## src/rtl/bsg_mul_array_pkg.sv

```systemverilog
// Shared definitions for the pipelined array multiplier.
// Holds default width, product width helper and product assembly.
package bsg_mul_array_pkg;

  localparam int width_default_lp = 16;
  localparam int max_width_lp = 64;

  function automatic int prod_width(input int w);
    return 2 * w;
  endfunction

  // s[0] duplicates pa[w-1] and is dropped; c lands in the top bit.
  function automatic logic [2*max_width_lp-1:0] assemble_product(
    input int w,
    input logic [max_width_lp-1:0] s,
    input logic c,
    input logic [max_width_lp-1:0] pa
  );
    logic [2*max_width_lp-1:0] mask;
    logic [2*max_width_lp-1:0] s_x;
    logic [2*max_width_lp-1:0] pa_x;
    logic [2*max_width_lp-1:0] c_x;
    mask = ((2*max_width_lp)'(1) << w) - (2*max_width_lp)'(1);
    s_x = {{max_width_lp{1'b0}}, s} & mask;
    pa_x = {{max_width_lp{1'b0}}, pa} & mask;
    c_x = (2*max_width_lp)'(c) << (2 * w - 1);
    return pa_x | ((s_x >> 1) << w) | c_x;
  endfunction

endpackage

```

## src/rtl/bsg_mul_array_tail_fifo.sv

```systemverilog
// 1r1w circular result buffer of els_p entries.
// Ports: w_v_i/w_data_i write, r_yumi_i pop, v_o/data_o head, count_o.
module bsg_mul_array_tail_fifo #(
  parameter int width_p = 32,
  parameter int els_p = 4,
  localparam int cnt_w_lp = $clog2(els_p + 1),
  localparam int ptr_w_lp = $clog2(els_p)
) (
  input  logic                clk_i,
  input  logic                rst_i,
  input  logic                w_v_i,
  input  logic [width_p-1:0]  w_data_i,
  input  logic                r_yumi_i,
  output logic                v_o,
  output logic [width_p-1:0]  data_o,
  output logic [cnt_w_lp-1:0] count_o
);

  logic [width_p-1:0] mem_r [els_p];
  logic [ptr_w_lp-1:0] rptr_r, wptr_r;
  logic [cnt_w_lp-1:0] count_r;
  logic full, pop, push;

  assign v_o = (count_r != '0);
  assign full = (count_r == cnt_w_lp'(els_p));
  assign pop = r_yumi_i & v_o;
  // A pop in the same cycle frees the slot being written.
  assign push = w_v_i & (~full | pop);
  assign data_o = mem_r[rptr_r];
  assign count_o = count_r;

  function automatic logic [ptr_w_lp-1:0] inc(
    input logic [ptr_w_lp-1:0] p
  );
    if (p == ptr_w_lp'(els_p - 1)) return '0;
    return p + ptr_w_lp'(1);
  endfunction

  always_ff @(posedge clk_i) begin
    if (push) mem_r[wptr_r] <= w_data_i;
  end

  always_ff @(posedge clk_i or posedge rst_i) begin
    if (rst_i) begin
      rptr_r <= '0;
      wptr_r <= '0;
      count_r <= '0;
    end else begin
      if (push) wptr_r <= inc(wptr_r);
      if (pop) rptr_r <= inc(rptr_r);
      if (push && !pop) count_r <= count_r + cnt_w_lp'(1);
      else if (pop && !push) count_r <= count_r - cnt_w_lp'(1);
    end
  end

endmodule

```

## src/rtl/bsg_mul_array_tail.sv

```systemverilog
// Tail of the array multiplier: assembles products, buffers them,
// and grants issue credit. Ports: issue_v_i/issue_ready_o, v_i/s_i/
// c_i/prod_accum_i from last row, v_o/product_o/yumi_i to consumer.
module bsg_mul_array_tail
  import bsg_mul_array_pkg::*;
#(
  parameter int width_p = width_default_lp,
  parameter int els_p = 4
) (
  input  logic                 clk_i,
  input  logic                 rst_i,
  input  logic                 issue_v_i,
  output logic                 issue_ready_o,
  input  logic                 v_i,
  input  logic [width_p-1:0]   s_i,
  input  logic                 c_i,
  input  logic [width_p-1:0]   prod_accum_i,
  output logic                 v_o,
  output logic [2*width_p-1:0] product_o,
  input  logic                 yumi_i
);

  localparam int cnt_w_lp = $clog2(els_p + 1);
  localparam int pw_lp = 2 * width_p;

  logic [cnt_w_lp-1:0] inflight_r, fifo_count;
  logic [cnt_w_lp:0] used;
  logic issue_ok, wr;
  logic [max_width_lp-1:0] s_ext, pa_ext;
  logic [2*max_width_lp-1:0] product_full;
  logic [pw_lp-1:0] product;

  always_comb begin
    s_ext = '0;
    pa_ext = '0;
    s_ext[width_p-1:0] = s_i;
    pa_ext[width_p-1:0] = prod_accum_i;
    product_full = assemble_product(width_p, s_ext, c_i, pa_ext);
  end

  assign product = product_full[pw_lp-1:0];

  if (width_p < max_width_lp) begin : g_hi
    logic unused_prod_hi;
    assign unused_prod_hi = ^product_full[2*max_width_lp-1:pw_lp];
  end

  // Credit from registered state only; a pop frees credit next cycle.
  assign used = (cnt_w_lp+1)'(fifo_count) + (cnt_w_lp+1)'(inflight_r);
  assign issue_ready_o = used < (cnt_w_lp+1)'(els_p);
  assign issue_ok = issue_v_i & issue_ready_o;
  // A result with nothing in flight is spurious and dropped.
  assign wr = v_i & (inflight_r != '0);

  bsg_mul_array_tail_fifo #(
    .width_p (pw_lp),
    .els_p   (els_p)
  ) fifo (
    .clk_i    (clk_i),
    .rst_i    (rst_i),
    .w_v_i    (wr),
    .w_data_i (product),
    .r_yumi_i (yumi_i),
    .v_o      (v_o),
    .data_o   (product_o),
    .count_o  (fifo_count)
  );

  always_ff @(posedge clk_i or posedge rst_i) begin
    if (rst_i) begin
      inflight_r <= '0;
    end else if (issue_ok && !wr) begin
      inflight_r <= inflight_r + cnt_w_lp'(1);
    end else if (wr && !issue_ok) begin
      inflight_r <= inflight_r - cnt_w_lp'(1);
    end
  end

  always_ff @(posedge clk_i) begin
    if (!rst_i) begin
      assert (!(issue_v_i && !issue_ready_o))
        else $warning("tail: issue without credit ignored");
      assert (!(v_i && inflight_r == '0))
        else $warning("tail: v_i with nothing in flight ignored");
      assert (!(yumi_i && !v_o))
        else $warning("tail: yumi_i while empty ignored");
    end
  end

endmodule

```

## config.mk

```make
export PLATFORM = sky130hd
export DESIGN_NAME = bsg_mul_array_tail
export DESIGN_NICKNAME = d
export VERILOG_FILES = /design/src/rtl/bsg_mul_array_pkg.sv /design/src/rtl/bsg_mul_array_tail_fifo.sv /design/src/rtl/bsg_mul_array_tail.sv
export SDC_FILE = /design/constraint.sdc
export NUM_CORES = 1
export LEC_CHECK = 0
export ABC_AREA = 0
export CAP_MARGIN = 40
export CELL_PAD_IN_SITES_DETAIL_PLACEMENT = 1
export CELL_PAD_IN_SITES_GLOBAL_PLACEMENT = 1
export CORE_MARGIN = 2
export CORE_UTILIZATION = 40
export DETAILED_ROUTE_END_ITERATION = 8
export PLACE_DENSITY = 0.74
export SETUP_SLACK_MARGIN = 0.1
export SKIP_CTS_REPAIR_TIMING = 1
export SLEW_MARGIN = 20
export SYNTH_ARGS = -nofsm -noshare
export SYNTH_HDL_FRONTEND = slang
export SYNTH_SLANG_ARGS = --single-unit
```

## constraint.sdc

```tcl
create_clock -name clk_i -period 2.8 [get_ports clk_i]
set_input_delay 0.28 -clock clk_i [delete_from_list [all_inputs] [get_ports clk_i]]
set_output_delay 0.28 -clock clk_i [all_outputs]
set_load 0.03 [all_outputs]
```

==> results.md, run 1 <==
- The run finished with clean final reports.
- The number of unique standard cell types used by synthesis is 26.
- TritonCTS created 17 clock buffers.
- In this run the horizontal extent of the chip is 120 µm.
- The half-perimeter wire length after placement is 6.12 mm.
- The max-slew violation count is 0.
- The number of I/O port buffers is 70.
- The cell area power density is 1170 nW/µm².
- The number of top-level pins is 72.
- In this run the mean area of a mapped cell was 24.1 µm².
- STA puts the critical path data required time at 2.52 ns.
- The leakage power is 2.40 nW.
- At the worst endpoint, the arrival time is 2.31 ns.
- The clock period minus worst slack is 2.59 ns.
- The area added between synthesis and finish is 28.9%.
- The worst clock skew is 0.00680 ns.
- Summed over all failing endpoints, the final setup total negative slack is 0 ns.
- At the end of routability-driven placement, the weighted congestion stood at 0.743.
- The portion of synthesized cell area occupied by the leading cell type is 71.9%.
- The number of setup violations in the final report is 0.
- The total overflow left after global routing is 0.
- The count of maximum capacitance violations is 0.
- The cell area after synthesis is 5350 µm².
- The detailed router placed 2441 vias in this run.
- The category of the worst setup path launch point is a flop.
- The worst path meets setup with 0.209 ns of slack.
- At the pin with the least slew margin, the transition time is 0.524 ns.
- The synthesized design spends more area on one cell type than any other, namely sky130_fd_sc_hd__edfxtp_1.
- The worst setup path is captured at an output port.
- The first global-routing pass estimated 15.6 mm of wire.
- In the final design database the tool counted 362 nets.
- The leading cell type by number of instances after synthesis is sky130_fd_sc_hd__edfxtp_1.
- The synthesis warning total is 0.
- The sequential share of the synthesized area is 76.6%.
- The cell count after synthesis came out at 222.
- The starting density of the core is 40.7%.
- In this run the number of H-tree levels came out at 4.
- The global routing usage summed across all routing layers is 15.0%.
- The synthesized design contains 138 register bits.
- The worst slack after detailed placement is 0.390 ns.
- The instance count after placement with tap cells included is 470.
- The standard cell core area is 13100 µm².
- Using the TritonRoute via totals, the vias-per-cell ratio works out to 4.87.
- The floorplan has 42 rows.
- The worst path uses 92.5% of the clock period.
- The count of endpoints failing hold in the final timing report is 0.
- The maximum vdd ir drop is 0.545 mV.
- The clock transition time at the flip-flop clock pins of the worst setup and hold paths is 0.06 ns.
- The count of antenna-violating nets left after detailed routing is 0.
- The async set-or-reset flop fraction in the synthesized netlist is 7.25%.
- The post-synthesis net count is 271.
- The number of antenna violations at the first check in global routing is 0.
- The worst setup path category is flop to output port.
- TritonCTS built the clock tree.
- The number of optimization iterations in the first detailed-route pass is 4.
- The height of the die is 120 µm.
- The finished layout holds 501 standard cells, fillers aside.
- The DRC violation count after routing is 0.
- The via count of the first global-routing pass is 2782.
- The type of the tightest min-delay check is input pin to async pin.
- Setup repair after global routing left no endpoint under its margin.
- The maximum clock insertion buffer count is 2.
- The violation count after the first detailed-route iteration is 112.
- The total die area is 14300 µm².
- For this run, the top clock speed supported by timing is 386 MHz.
- In this run the worst path has a maximum fanout of 20.
- Cells with a size suffix above 1 make up 26.8% of the layout.
- The number of enable flip-flop cells after synthesis is 128.
- The total routed wirelength is 9.68 mm.
- Counting every sink on the clock net gives 138.
- In the final routed layout, each cell accounts on average for 19.3 µm.
- The clock root buffer master is sky130_fd_sc_hd__clkbuf_16.
- For the worst flop-to-flop path, the logic depth is 10.
- At the later pin of the worst-skew pair, clock insertion delay measures 0.41 ns.
- Entering global routing, the biggest net connects 21 pins.
- After synthesis, the most frequently instantiated cells are sky130_fd_sc_hd__edfxtp_1, sky130_fd_sc_hd__mux4_2, sky130_fd_sc_hd__dfrtp_1.
- The antenna diode count is 0.
- Headroom to the max-slew limit came out at 65.1%.
- Yosys attributes the largest share of cell area to sky130_fd_sc_hd__edfxtp_1, sky130_fd_sc_hd__mux4_2, sky130_fd_sc_hd__dfrtp_1.
- The main flop type after synthesis is sky130_fd_sc_hd__edfxtp_1.
registers in the layout (all words and copies together), names as in the netlist:
name / count
fifo.count_o: 3
fifo.mem_r: 128
fifo.rptr_r: 2
fifo.wptr_r: 2
inflight_r: 3
cell type report:
class	instances	area, µm²
Clock buffer	22	444
Clock inverter	9	100
Fill cell	1187	6250
Timing Repair Buffer	80	846
Inverter	5	18.8
Tap cell	176	220
Multi-Input combinational cell	71	1160
Sequential cell	138	4100
power breakdown:
part           total [mW]  internal (mW)  switching [mW]
Clock                2.06           1.30           0.765
Combinational        3.00           1.45            1.55
Sequential           3.03           2.75           0.272
worst max-delay path: stages (launching register included):
cell and delay, ns:
sky130_fd_sc_hd__dfrtp_4 0.53, sky130_fd_sc_hd__buf_12 0.23, sky130_fd_sc_hd__mux4_2 0.52, sky130_fd_sc_hd__clkdlybuf4s50_1 0.61
kinds of logic after synthesis:
group / count (synthesis) / share of synthesized area, %
compound gates: 2 / 0.515
xor+xnor: 6 / 0.983
fa+ha+maj: 11 / 2.86
buf+inv: 13 / 1.97
flops: 138 / 76.6
mux: 37 / 14.7
simple gates: 15 / 2.36
per-stage QoR:
step	total power, mW	area, µm²	hold WS, ns	utilization (%)
2_1_floorplan	5.04	5360	0.120	-
3_3_place_gp	6.04	6290	0.521	47.9
3_5_place_dp	6.15	6320	0.551	48.1
4_1_cts	8.24	6860	0.161	52.2
5_1_grt	8.48	6890	0.201	52.4
6_report	8.08	6890	0.162	52.4
routing by layer:
metal / share of wire [%] / up-vias / track usage [%]
met5: 0 / - / 0
met4: 1.4 / 0 / 4.85
met3: 5.5 / 13 / 5.28
met2: 51 / 60 / 24.8
met1: 42 / 1267 / 18.4
li1: - / 1101 / -
cells in the final DEF, fill, tap and decap left out, types with 7 or more instances in the layout:
master                            count
sky130_fd_sc_hd__ha_1                 9
sky130_fd_sc_hd__edfxtp_1           128
sky130_fd_sc_hd__mux4_2              32
sky130_fd_sc_hd__dfrtp_1              8
sky130_fd_sc_hd__clkbuf_16           17
sky130_fd_sc_hd__buf_4                7
sky130_fd_sc_hd__clkdlybuf4s50_1     60
sky130_fd_sc_hd__dlymetal6s2s_1      10
path summary, 6_finish.rpt:
kind	start	endpoint	slack (ns)
min	rst_i	fifo.count_o[0]	0.16
max reg2reg	inflight_r[1]	inflight_r[2]	0.43
min reg2reg	fifo.count_o[2]	fifo.count_o[2]	0.55
min in group clk_i	s_i[4]	fifo.mem_r[3][19]	0.50
max	fifo.rptr_r[0]	product_o[3]	0.21
max in group asynchronous	rst_i	fifo.rptr_r[0]	2.30
No activity file was read; power rests on OpenSTA's default activity.
==> run 2, diff against run 1 <==
Settings changed: TNS_END_PERCENT set to 20.
==> results.md, run 2 (synthesized netlist as in run 1, its figures left out) <==
- The standard cell core area came to 13100 µm² (unchanged).
- The area occupied by multi-input gates came to 1160 µm² (unchanged).
- The final RePlAce weighted congestion is 0.743 (unchanged).
- The cell area power density came to 1180 nW/µm² (+0.29%).
- The number of flip-flops under the largest register name is 128 (unchanged).
- The final worst hold slack came to 0.163 ns (+0.000865 ns).
- The startpoint of the worst-slack reg-to-reg timing path is inflight_r[1].
- The worst-case reg-to-reg path depth was 10 (unchanged).
- The via count of the first global-routing pass is 2782 (unchanged).
- The proportion of total power due to net switching is 32.0% (about the same).
- The first-pass GRT wire length is 15.6 mm (unchanged).
- The post-detailed-placement cell area is 6320 µm² (unchanged).
- The number of standard cells in the layout, taps in and fillers out is 501 (unchanged).
- The critical path arrival was 2.33 ns (+0.02 ns).
- The x dimension of the die is 120 µm (unchanged).
- The met1 usage is 18.4% (unchanged).
- The share of post-route cells with drive strength above 1 is 26.8% (unchanged).
- In the layout the commonest cells are sky130_fd_sc_hd__edfxtp_1, sky130_fd_sc_hd__clkdlybuf4s50_1, sky130_fd_sc_hd__mux4_2.
- The critical path is of the flop to output port type.
- The clock transition time at the flip-flop clock pins of the worst setup and hold paths is 0.06 ns (about the same).
- The count of endpoints failing hold in the final timing report came to 0 (unchanged).
- The worst path setup slack after routing is 0.192 ns (-0.0165 ns).
- The number of nets in the final layout is 362 (unchanged).
- The number of I/O port buffers is 70 (unchanged).
- The part of the total power dissipated in sequential elements was 37.4% (about the same).
- The total routed wirelength is 9.67 mm (-0.10%).
- The met3 track demand over resource in global routing is 5.28% (unchanged).
- The violation count after the first detailed-route iteration is 122 (+8.9%).
- Counting flops per register, the top entry is fifo.mem_r.
- The number of standard-cell rows in the floorplan is 42 (unchanged).
- Setup repair after global routing could not meet its margin everywhere.
- The total die area was 14300 µm² (unchanged).
- The maximum operating frequency was 383 MHz (-0.63%).
- The internal power contribution is 5.50 mW (+0.15%).
- The antenna diode count is 0 (unchanged).
- The count of maximum capacitance violations came to 0 (unchanged).
- The TritonCTS clock tree is yes.
- The clock group share of total power was 25.4% (about the same).
- The number of H-tree levels was 4 (unchanged).
- The number of filler instances in the final layout is 1189 (+0.17%).
- The combined flip-flop and latch cell area is 4100 µm² (unchanged).
- The post-route clock period utilization is 93.1% (+0.59 points).
- The starting density of the core is 40.7% (unchanged).
- The number of clock sinks seen by CTS is 138 (unchanged).
- The final total negative setup slack is 0 ns (unchanged).
- The residual overflow from global routing was 0 (unchanged).
- The total clock buffers created by CTS is 17 (unchanged).
- The category of the worst setup path launch point is a flop.
- The logic gate share of total power was 37.2% (about the same).
- The count of antenna-violating nets left after detailed routing is 0 (unchanged).
- After global routing, the most crowded layer is met2.
- The worst clock skew is 0.00680 ns (-0.000000550 ns).
- The number of top-level pins is 72 (unchanged).
- The instance count after placement with tap cells included is 470 (unchanged).
- The slew at the pin closest to its max-slew limit came to 0.524 ns (+0.000514 ns).
- The maximum clock insertion buffer count is 2 (unchanged).
- The number of optimization iterations in the first detailed-route pass is 4 (unchanged).
- The worst slack after detailed placement is 0.390 ns (unchanged).
- STA classifies the critical path endpoint as an output port.
- The height of the die is 120 µm (unchanged).
- The worst register-to-register path ends at inflight_r[2].
- The half-perimeter wire length after placement is 6.12 mm (unchanged).
- The maximum vdd ir drop came to 0.544 mV (about the same).
- The final standard cell area without fillers was 6880 µm² (-0.18%).
- The switching component of the power came to 2.59 mW (about the same).
- In this run the worst hold path is classified as input pin to async pin.
- The number of antenna violations at the first check in global routing is 0 (unchanged).
- The count of vias placed by the detailed router is 2432 (-0.37%).
- The largest driver fanout on the critical path came to 10 (-50%).
- The worst slew slack as a fraction of its limit is 65.1% (about the same).
- The max-slew violation count is 0 (unchanged).
- The routed length per placed instance is 19.3 µm (-0.10%).
- The average vias per placed instance is 4.85 (-0.37%).
- The number of setup violations in the final report was 0 (unchanged).
- The maximum number of pins on one net before global-route repair is 21 (unchanged).
- The clock latency at the later pin of the worst-skew pair is 0.41 ns (about the same).
- Compared with the post-synthesis result, the final layout area differs by 28.6%.
- The data required time of the worst path is 2.52 ns (about the same).
- The DRC violation count after routing is 0 (unchanged).
- The global routing usage summed across all routing layers is 15.0% (unchanged).
- The library cell used most frequently in the layout, excluding fill and tap cells, is sky130_fd_sc_hd__edfxtp_1.
- The clock period minus worst slack came to 2.61 ns (+0.0165 ns).
- The clock root buffer master is sky130_fd_sc_hd__clkbuf_16.
- The launching element of the worst setup path is fifo.rptr_r[0].
- The run finished with clean final reports.
- The met2 track demand over resource in global routing is 24.8% (unchanged).
- The leakage power was 2.36 nW (-1.9%).
- The reg-to-reg setup timing slack was 0.43 ns (about the same).
==> run 2: changes by cell type in the layout (fill, tap and decap cells not counted) <==
cell,before,now
sky130_fd_sc_hd__clkdlybuf4s50_1,60,65
sky130_fd_sc_hd__dlymetal6s2s_1,10,5
==> run 2: routing by layer <==
metal	up-vias	part of all wire [%]
met5	-	0
met4	0	1.2
met3	11	5.1
met2	55	52
met1	1265	42
li1	1101	-
==> run 2: metrics by stage <==
step	total power, mW	util [%]
3_3_place_gp	6.04	47.9
3_5_place_dp	6.15	48.1
4_1_cts	8.24	52.2
6_report	8.09	52.4
5_1_grt	8.49	52.4
2_1_floorplan	5.04	-
==> run 2: how the worst max path moves through the flow <==
| stage | to | slack (ns) | depth (start not counted) |
|---|---|---|---|
| finish | product_o[1] | 0.19 | 3 |
| global placement | inflight_r[2] | 0.45 | 10 |
| floorplan | inflight_r[2] | 0.26 | 10 |
| CTS | product_o[0] | 0.07 | 3 |
| global route | product_o[1] | 0.09 | 3 |
| detailed placement | inflight_r[2] | 0.39 | 10 |
==> run 2: cell type report <==
| type | instances | share of cell area, % |
|---|---|---|
| repair buffers | 80 | 12.1 |
| inverters | 5 | 0.273 |
| multi-input cells | 71 | 16.9 |
| clock inverters | 9 | 1.46 |
| flip-flops and latches | 138 | 59.6 |
| well taps | 176 | 3.20 |
| clock buffers | 22 | 6.46 |
==> run 2: critical path, stage by stage, from the launching register on <==
cell and delay (ns):
sky130_fd_sc_hd__dfrtp_4 0.53, sky130_fd_sc_hd__buf_4 0.24, sky130_fd_sc_hd__mux4_2 0.54, sky130_fd_sc_hd__clkdlybuf4s50_1 0.62
==> run 2: power by group through the flow <==
stage / logic, mW / clock network, mW / registers [mW]
after floorplan: 2.13 / 0 / 2.92
after global placement: 3.00 / 0 / 3.04
after detailed placement: 3.08 / 0 / 3.07
after CTS: 3.10 / 2.11 / 3.04
after global routing: 3.21 / 2.20 / 3.09
final: 3.01 / 2.06 / 3.03
